==> src/rtl/mc_ctrl_pkg.sv <==
// rtl/mc_ctrl_pkg.sv - shared encodings for the multi-cycle MIPS control unit
package mc_ctrl_pkg;

    localparam logic [2:0] ALU_PASS_B = 3'b000;
    localparam logic [2:0] ALU_SLT    = 3'b001;
    localparam logic [2:0] ALU_ADD    = 3'b010;
    localparam logic [2:0] ALU_SUB    = 3'b011;
    localparam logic [2:0] ALU_PASS_A = 3'b100;
    localparam logic [2:0] ALU_MUL    = 3'b101;
    localparam logic [2:0] ALU_EQ     = 3'b110;
    localparam logic [2:0] ALU_AND    = 3'b111;

    localparam logic [5:0] OP_RTYPE = 6'h00;
    localparam logic [5:0] OP_J     = 6'h02;
    localparam logic [5:0] OP_BEQ   = 6'h04;
    localparam logic [5:0] OP_ADDI  = 6'h08;
    localparam logic [5:0] OP_LW    = 6'h23;
    localparam logic [5:0] OP_SW    = 6'h2B;

    localparam logic [5:0] FN_MUL = 6'h18;
    localparam logic [5:0] FN_ADD = 6'h20;
    localparam logic [5:0] FN_SUB = 6'h22;
    localparam logic [5:0] FN_AND = 6'h24;
    localparam logic [5:0] FN_SLT = 6'h2A;

    localparam logic [1:0] SRCB_REG     = 2'b00;
    localparam logic [1:0] SRCB_FOUR    = 2'b01;
    localparam logic [1:0] SRCB_IMM     = 2'b10;
    localparam logic [1:0] SRCB_IMM_SH2 = 2'b11;

    localparam logic [1:0] PCSRC_ALU    = 2'b00;
    localparam logic [1:0] PCSRC_ALUOUT = 2'b01;
    localparam logic [1:0] PCSRC_JUMP   = 2'b10;

    typedef enum logic [3:0] {
        S_FETCH    = 4'd0,
        S_DECODE   = 4'd1,
        S_MEM_ADDR = 4'd2,
        S_MEM_RD   = 4'd3,
        S_MEM_WB   = 4'd4,
        S_MEM_WR   = 4'd5,
        S_EXEC     = 4'd6,
        S_ALU_WB   = 4'd7,
        S_BRANCH   = 4'd8,
        S_JUMP     = 4'd9,
        S_ADDI_EX  = 4'd10,
        S_ADDI_WB  = 4'd11
    } state_e;

endpackage

==> src/rtl/alu_op_decoder.sv <==
// rtl/alu_op_decoder.sv - R-type funct to ALU select decode with legality flag
module alu_op_decoder
    import mc_ctrl_pkg::*;
#(
    parameter bit MUL_EN = 1'b1
) (
    input  logic [5:0] funct,
    output logic [2:0] alu_select,
    output logic       legal
);

    always_comb begin
        alu_select = ALU_ADD;
        legal      = 1'b1;
        case (funct)
            FN_ADD: alu_select = ALU_ADD;
            FN_SUB: alu_select = ALU_SUB;
            FN_AND: alu_select = ALU_AND;
            FN_SLT: alu_select = ALU_SLT;
            FN_MUL: begin
                if (MUL_EN) alu_select = ALU_MUL;
                else        legal      = 1'b0;
            end
            default: legal = 1'b0;
        endcase
    end

endmodule

==> src/rtl/mc_control_unit.sv <==
// rtl/mc_control_unit.sv - multi-cycle MIPS control FSM driving ALU select and datapath enables
module mc_control_unit
    import mc_ctrl_pkg::*;
#(
    parameter bit MUL_EN = 1'b1
) (
    input  logic       clk,
    input  logic       reset,
    input  logic [5:0] opcode,
    input  logic [5:0] funct,
    input  logic       zero,
    input  logic       mem_ready,
    output logic [2:0] alu_select,
    output logic       alu_src_a,
    output logic [1:0] alu_src_b,
    output logic       pc_we,
    output logic [1:0] pc_src,
    output logic       iord,
    output logic       mem_read,
    output logic       mem_write,
    output logic       ir_write,
    output logic       reg_dst,
    output logic       mem_to_reg,
    output logic       reg_write,
    output logic       illegal_instr,
    output logic       instr_retired,
    output logic [3:0] state_o
);

    state_e     state_q;
    state_e     state_d;
    logic [5:0] op_q;
    logic [5:0] funct_q;
    logic [2:0] dec_select;
    logic       dec_legal;

    alu_op_decoder #(.MUL_EN(MUL_EN)) u_dec (
        .funct      (funct_q),
        .alu_select (dec_select),
        .legal      (dec_legal)
    );

    always_ff @(posedge clk) begin
        if (reset) begin
            state_q <= S_FETCH;
            op_q    <= '0;
            funct_q <= '0;
        end else begin
            state_q <= state_d;
            if (state_q == S_DECODE) begin
                op_q    <= opcode;
                funct_q <= funct;
            end
        end
    end

    assign state_o = state_q;

    always_comb begin
        state_d       = S_FETCH;
        alu_select    = ALU_ADD;
        alu_src_a     = 1'b0;
        alu_src_b     = SRCB_REG;
        pc_we         = 1'b0;
        pc_src        = PCSRC_ALU;
        iord          = 1'b0;
        mem_read      = 1'b0;
        mem_write     = 1'b0;
        ir_write      = 1'b0;
        reg_dst       = 1'b0;
        mem_to_reg    = 1'b0;
        reg_write     = 1'b0;
        illegal_instr = 1'b0;
        instr_retired = 1'b0;
        case (state_q)
            S_FETCH: begin
                mem_read  = 1'b1;
                alu_src_b = SRCB_FOUR;
                if (mem_ready) begin
                    ir_write = 1'b1;
                    pc_we    = 1'b1;
                    state_d  = S_DECODE;
                end
            end
            S_DECODE: begin
                // Branch target is computed speculatively into ALUOut here.
                alu_src_b = SRCB_IMM_SH2;
                case (opcode)
                    OP_RTYPE:     state_d = S_EXEC;
                    OP_LW, OP_SW: state_d = S_MEM_ADDR;
                    OP_BEQ:       state_d = S_BRANCH;
                    OP_J:         state_d = S_JUMP;
                    OP_ADDI:      state_d = S_ADDI_EX;
                    default:      illegal_instr = 1'b1;
                endcase
            end
            S_EXEC: begin
                alu_src_a  = 1'b1;
                alu_select = dec_select;
                if (dec_legal) state_d = S_ALU_WB;
                else           illegal_instr = 1'b1;
            end
            S_ALU_WB: begin
                reg_dst       = 1'b1;
                reg_write     = 1'b1;
                instr_retired = 1'b1;
            end
            S_MEM_ADDR: begin
                alu_src_a = 1'b1;
                alu_src_b = SRCB_IMM;
                state_d   = (op_q == OP_LW) ? S_MEM_RD : S_MEM_WR;
            end
            S_MEM_RD: begin
                iord     = 1'b1;
                mem_read = 1'b1;
                state_d  = mem_ready ? S_MEM_WB : S_MEM_RD;
            end
            S_MEM_WB: begin
                mem_to_reg    = 1'b1;
                reg_write     = 1'b1;
                instr_retired = 1'b1;
            end
            S_MEM_WR: begin
                iord          = 1'b1;
                mem_write     = 1'b1;
                instr_retired = mem_ready;
                state_d       = mem_ready ? S_FETCH : S_MEM_WR;
            end
            S_BRANCH: begin
                alu_src_a     = 1'b1;
                alu_select    = ALU_EQ;
                pc_src        = PCSRC_ALUOUT;
                pc_we         = zero;
                instr_retired = 1'b1;
            end
            S_JUMP: begin
                pc_src        = PCSRC_JUMP;
                pc_we         = 1'b1;
                instr_retired = 1'b1;
            end
            S_ADDI_EX: begin
                alu_src_a = 1'b1;
                alu_src_b = SRCB_IMM;
                state_d   = S_ADDI_WB;
            end
            S_ADDI_WB: begin
                reg_write     = 1'b1;
                instr_retired = 1'b1;
            end
            default: alu_select = ALU_PASS_B;
        endcase
        // Reset overrides every strobe so an abandoned instruction cannot write.
        if (reset) begin
            alu_select    = ALU_ADD;
            alu_src_a     = 1'b0;
            alu_src_b     = SRCB_REG;
            pc_we         = 1'b0;
            pc_src        = PCSRC_ALU;
            iord          = 1'b0;
            mem_read      = 1'b0;
            mem_write     = 1'b0;
            ir_write      = 1'b0;
            reg_dst       = 1'b0;
            mem_to_reg    = 1'b0;
            reg_write     = 1'b0;
            illegal_instr = 1'b0;
            instr_retired = 1'b0;
        end
    end

endmodule

==> config.mk <==
export PLATFORM = sky130hd
export DESIGN_NAME = mc_control_unit
export DESIGN_NICKNAME = d
export VERILOG_FILES = /design/src/rtl/mc_ctrl_pkg.sv /design/src/rtl/alu_op_decoder.sv /design/src/rtl/mc_control_unit.sv
export SDC_FILE = /design/constraint.sdc
export NUM_CORES = 1
export LEC_CHECK = 0
export ABC_AREA = 1
export CAP_MARGIN = 10
export CORE_MARGIN = 1
export CORE_UTILIZATION = 50
export CTS_CLUSTER_SIZE = 8
export DETAILED_ROUTE_END_ITERATION = 6
export DONT_BUFFER_PORTS = 1
export PLACE_DENSITY = 0.64
export SYNTH_ARGS = -nofsm -noshare
export SYNTH_HDL_FRONTEND = slang
export SYNTH_SLANG_ARGS = --single-unit
==> constraint.sdc <==
create_clock -name clk -period 1.4 [get_ports clk]
set_input_delay 0.14 -clock clk [delete_from_list [all_inputs] [get_ports clk]]
set_output_delay 0.14 -clock clk [all_outputs]
set_load 0.005 [all_outputs]
# --- Word level (Yosys, flattened, before mapping) ---
# Cells that the tools add are included.
totals:
  n_memories: 0
  latchBits: 0
  register_bits: 16
  output_inout_bits: 22
  ram_bits: 0
  romBits: 0
classes:
  bitwise: 0
  eq_ne: 22
  n_reduce_logical: 12
  order_cmp: 0
  n_addsub: 0
  multipliers: 0
  div: 0
  shift: 0
  muxes: 40
ops:
  columns: ["op", "n"]
  rows:
  - ["6-bit equality test, second input constant", 7]
  - ["4-bit one-hot mux with 7 select lines", 1]
  - ["1-bit two-way mux", 24]
  - ["4-bit one-hot mux with 5 select lines", 1]
  - ["4-bit by 3-bit equality test with 1-bit output, second input constant", 4]
  - ["4-bit equality test, second input constant", 4]
  - ["3-bit two-way mux", 5]
  - ["3-bit one-hot mux with 4 select lines", 1]
  - ["10-bit OR reduction", 1]
  - ["5-bit OR reduction", 2]
  - ["3-bit one-hot mux with 3 select lines", 1]
  - ["4-bit by 2-bit equality test with 1-bit output, second input constant", 2]
  - ["2-bit OR reduction", 4]
  - ["6-bit by 2-bit equality test with 1-bit output, second input constant", 1]
  - ["6-bit by 3-bit equality test with 1-bit output, second input constant", 1]
  - ["6-bit by 4-bit equality test with 1-bit output, second input constant", 1]
  - ["6-bit by 5-bit equality test with 1-bit output, second input constant", 1]
  - ["6-bit logical NOT", 1]
  - ["2-bit one-hot mux with 3 select lines", 1]
  - ["6-bit OR reduction", 1]
  - ["4-bit by 1-bit equality test with 1-bit output, second input constant", 1]
  - ["4-bit logical NOT", 1]
  - ["2-bit two-way mux", 2]
  - ["1-bit one-hot mux with 2 select lines", 2]
  - ["4 further kinds", 4]

# --- Depth between registers and ports, before layout ---
# Gate-level depths: netlist of the first run.
depth:
  depth_word: 6
  mapped_depth: 8
  mapped_depth_nobuf: 8

# --- By module ---
# A second synthesis of the first run with hierarchy kept.
unflattened:
  hier_cells: 195
  hier_area_um2: 1178.6
modules_own_cells:
  columns: ["mod", "cells_per_inst", "area_per_inst_um2", "seq_area_each_um2", "instances"]
  rows:
  - ["mc_control_unit", 170, 1047.3, 320.3, 1]
  - ["alu_op_decoder", 25, 131.4, 0.0, 1]

# --- Least setup slack after synthesis of the first run ---
# Ideal clock, no wire load.
synth_path:
  kind: "register to output"
  from: "register state_q[0] (netlist: state_o[0])"
  to: "output port illegal_instr"
  n_path_buf: 0
  arrival_time_ps: 1043
  stages_incl_launch_ff: 7
  slack_ps: 217
  path_cell_list: "dfxtp_1 -> nand2_2 -> nor2_8 -> inv_4 -> nor2_2 -> o221ai_2 -> o21ai_2"
synth_via:
  elab_chain_cells: 3
  elab_cells_between_ends: 4
  classes_between: "eq/ne: 2; mux: 2"
synth_rtl:
  columns: ["element", "line", "source"]
  rows:
  - ["start, declared", "mc_control_unit.sv:30", "state_e state_q;"]
  - ["start signal, assigned", "mc_control_unit.sv:49", "state_q <= state_d;"]
  - ["4-bit by 3-bit equality test with 1-bit output / 4-bit by 1-bit equality test with 1-bit output (equally long branches)", "mc_control_unit.sv:75", "case (state_q)"]
  - ["1-bit one-hot mux with 2 select lines *", "mc_control_unit.sv:75", null]
  - ["1-bit two-way mux *", "mc_control_unit.sv:153", "if (reset) begin"]
  - ["end, declared", "mc_control_unit.sv:25", "output logic illegal_instr,"]
# Every way passes the cells marked *; elsewhere a longest branch is shown, timed or not.

# --- Final worst setup path of the first run ---
layout_path:
  from: "register state_q[3] (netlist: state_o[3])"
  to: "output port instr_retired"
layout_via:
  elab_chain_cells: 4
  elab_cells_between_ends: 9
  classes_between: "eq/ne: 6; mux: 2; reduce/logical: 1"
layout_rtl:
  columns: ["element", "line", "source"]
  rows:
  - ["4-bit equality test / 4-bit by 3-bit equality test with 1-bit output (equally long branches)", "mc_control_unit.sv:75", null]
  - ["5-bit OR reduction (no line)", null, null]
  - ["1-bit one-hot mux with 2 select lines *", "mc_control_unit.sv:75", null]
  - ["1-bit two-way mux *", "mc_control_unit.sv:153", null]
  - ["end, declared", "mc_control_unit.sv:26", "output logic instr_retired,"]
# Marked as above.

==> results by group, run 1 <==
Die
  • Placeable core region: 2020 µm²
  • Initial Util: 54.3%
  • I/O pin count: 38
  • Total die area: around 2400 µm²
  • Overall die height: ~49 µm
  • Die width: 48.8 µm
  • Placement row count: 16

Logic synthesis
  • Syn Std Cell Area: 1100 µm²
  • Avg Inst Size Synth: 6.13 µm²
  • Cell types with the largest area share after synthesis: sky130_fd_sc_hd__dfxtp_1, sky130_fd_sc_hd__nor2_1, sky130_fd_sc_hd__nand2_1
  • Cells after synthesis: between 150 and 200
  • Number of nets produced by synthesis: around 200
  • Register bit total from synthesis: 16
  • Synth area leader: sky130_fd_sc_hd__dfxtp_1
  • Number of enable-type register cells in the synthesized netlist: 0
  • Yosys top cell area share: 29.2%
  • Yosys synthesis warning count: 0
  • Proportion of synthesized chip area in sequential cells: around 29%
  • Yosys cell types: 27
  • Library cell with the highest instance count after synthesis: sky130_fd_sc_hd__nor2_1
  • Most frequently used flop master after synthesis: sky130_fd_sc_hd__dfxtp_1
  • Most instantiated cells after synthesis: sky130_fd_sc_hd__nor2_1, sky130_fd_sc_hd__nand2_1, sky130_fd_sc_hd__inv_1
  • Async S/R FF share, synth: 0%

STA
  • Slew headroom: about 72%
  • Slew of the pin with the lowest slew margin: 0.413 ns
  • Setup total negative slack: -0.673 ns
  • Setup violation total in the final timing report: 9
  • Crit path time final: 1.54 ns
  • Final-layout worst hold slack: 0.00536 ns
  • Minimum setup slack in the final design: -0.135 ns
  • Final Hold Viols: 0
  • Max Clock Freq: 0.651 GHz
  • Slew Viols, Final: 0
  • Final critical-path share of the clock period: 110%
  • RSZ-0062 raised after global routing: yes
  • Setup clock skew after layout: 0.00927 ns

Drt
  • Number of design rule violations left after detail routing: 0
  • Number of nets with antenna violations after detailed routing: 0
  • Routed length per instance: 14.2 µm
  • DR vias/cell: between 5 and 6
  • Count of TritonRoute iterations in the first routing pass: 4
  • Wire length after detailed routing: around 3.3 mm
  • Vias: 1284
  • Violation count after the first detailed-route iteration: 49

Cells and area
  • Final net count: around 220
  • Number of antenna diodes: 0
  • Utilization after layout: 74.8%
  • Layout overhead on the synthesized area: 37.7%
  • Share of cells above drive strength 1: 38.1%
  • Design area: 1510 µm²

GRT
  • GRT Resource Usage Total: 25.2%
  • Via count of the first global-routing pass: about 1100
  • Number of antenna violations at the first check in global routing: 0
  • Largest net degree at the start of global routing: 19
  • Global-route wire length before repair: about 4.8 mm
  • GRT overflow: 0

Clock network
  • Latest clock arrival within the worst-skew pair: 0.29 ns
  • CTS H-Tree Depth: 1
  • Clock transition at the register clock pins on the worst setup and hold paths after CTS: 0.09 ns
  • Clock tree from TritonCTS: done
  • Total clock buffers created by CTS: 3
  • Clock buffer depth: 2
  • # clock sinks: 16
  • Clock root cell: sky130_fd_sc_hd__clkbuf_4

Place
  • Final RePlAce weighted congestion: 0.902
  • Half-perimeter wire length of the detailed placement result: around 2.1 mm
  • Post-place instance area: about 1100 µm²
  • I/O Buffers: 0

Critical path
  • Endpoint kind of the worst setup timing path: primary output
  • Critical path, cell by cell: buf_6 > nor2_4 > buf_4 > nand2_2 > nand3_1 > o21ai_1 > inv_1
  • Worst endpoint data arrival time: 1.40 ns
  • Cell depth of the worst flop-to-flop path: 9
  • Critical-path top delay cell: sky130_fd_sc_hd__dfxtp_2
  • CP Class: reg2out
  • Termination of the worst setup path: instr_retired
  • Cell depth of the worst setup path: 7
  • Largest fanout on the critical path: 4
  • Crit path from: state_o[3]
  • Endpoint of the most critical register-to-register path: state_o[1]
  • Launching point of the worst reg2reg path: state_o[2]
  • Worst setup slack for register-to-register paths: 0.02 ns
  • Cell type group with the largest total delay on the critical path: buffers and inverters
  • Crit-path max cell delay: around 0.35 ns
  • Required time at the endpoint of the critical path: 1.26 ns
  • Count of buffer and inverter cells on the critical path: 3
  • Startpoint types: flop

Power and ir drop
  • Fraction of power spent switching nets: 28.6%
  • IR Drop Worst-Case VDD: 0.564 mV
  • Net Switching: 290 µW
  • Int Pwr: 722 µW
  • Sequential power share: 50.3%
  • Power density over cell area: 670 nW/µm²
  • Clock power share: 30.7%
  • Leakage component of the power: about 0.64 nW
  • Logic gate share of total power: 19.1%

Status
  • Violations in the final reports: negative setup slack
  • Run status: finished with violations

Run
  • Maxcap violations: 0

Min path
  • Hold crit path type: in2reg
## worst min path at each step
| stage | start | endpoint | slack [ns] | cells after the start |
|---|---|---|---|---|
| after floorplan | funct[0] | funct_q[0] | 0.27 | 2 |
| after global placement | reset | state_o[2] | 0.21 | 1 |
| after detailed placement | reset | state_o[3] | 0.21 | 1 |
| after CTS | opcode[0] | op_q[0] | 0.0003 | 2 |
| after global routing | opcode[1] | op_q[1] | 0.002 | 2 |
| final | opcode[3] | op_q[3] | 0.005 | 2 |
## metrics by stage
stage / cells / power (mW) / setup slack (ns)
after detailed placement: 205 / 0.649 / 0.0512
after global placement: 205 / 0.645 / 0.116
after global routing: 229 / 1.07 / -0.209
after CTS: 220 / 0.983 / -0.0968
after floorplan: 179 / 0.634 / 0.217
final: 229 / 1.01 / -0.135
## final cells by class
| type | instances | area, µm² |
|---|---|---|
| timing repair buffer | 24 | 214 |
| clock buffer | 4 | 36.3 |
| tap | 27 | 33.8 |
| multi-input combinational | 132 | 779 |
| sequential | 16 | 335 |
| inverter | 26 | 113 |
| fill | 158 | 510 |
## flip-flops by register name (all words and copies together) (netlist names)
name	cells
op_q	6
state_o	4
funct_q	6
## power by group through the flow
stage	sequential (mW)	combinational, mW	clock [mW]
after global placement	0.511	0.134	0
after global routing	0.513	0.214	0.346
after floorplan	0.508	0.126	0
final	0.509	0.193	0.310
after detailed placement	0.512	0.137	0
after CTS	0.505	0.165	0.314
## placed cells by master (no fill, tap or decap), types with 3 or more instances in the layout
| cell | instances |
|---|---|
| sky130_fd_sc_hd__inv_2 | 6 |
| sky130_fd_sc_hd__a21oi_2 | 5 |
| sky130_fd_sc_hd__clkbuf_4 | 3 |
| sky130_fd_sc_hd__o21ai_0 | 12 |
| sky130_fd_sc_hd__o21ai_1 | 4 |
| sky130_fd_sc_hd__a21oi_1 | 12 |
| sky130_fd_sc_hd__nand4_1 | 4 |
| sky130_fd_sc_hd__nor2_1 | 25 |
| sky130_fd_sc_hd__dfxtp_1 | 8 |
| sky130_fd_sc_hd__nand2_1 | 22 |
| sky130_fd_sc_hd__nor2_4 | 7 |
| sky130_fd_sc_hd__nand3_1 | 13 |
| sky130_fd_sc_hd__dfxtp_2 | 6 |
| sky130_fd_sc_hd__inv_1 | 17 |
| sky130_fd_sc_hd__nor2_2 | 8 |
| sky130_fd_sc_hd__nand2_2 | 6 |
| sky130_fd_sc_hd__buf_4 | 13 |
| sky130_fd_sc_hd__dlygate4sd3_1 | 6 |
| sky130_fd_sc_hd__buf_6 | 5 |
## worst register-to-register path: cells and delay by family, from the launching register on
family	cells	cell delay [ns]
DFF	1	0.38
buffers and inverters	3	0.38
and+or+nand+nor	4	0.32
AOI/OAI and AO/OA	2	0.21
## logic make-up (layout without fill, tap and decap cells)
logic type,count (synthesis),count (layout),share of synthesized area [%]
AOI/OAI and AO/OA,39,39,19.8
buffers and inverters,31,54,12.3
DFF,16,16,29.2
and+or+nand+nor,93,93,38.7
## repair_timing
item | CTS | global route
setup endpoints to repair | 12 | 17
pin swaps | 4 | 9
buffers inserted | 7 | 7
resized for setup | 24 | 40
hold buffers | 4 | 2
hold endpoints to repair | 7 | 2
## metal layers
metal	global-route usage (%)	wire length (µm)	vias up
met5	0	0	-
met4	7.35	65	0
met3	4.98	158	8
met2	43.1	1580	42
met1	32.0	1460	602
li1	-	-	632
Power figures use the tool's default switching activity.
==> inputs of run 2 (changes only) <==
- CAP_MARGIN: 10 -> not set
- GPL_TIMING_DRIVEN: not set -> 1
==> results of run 2 <==
No change in the layout: final DEF, timing and power equal those of run 1.
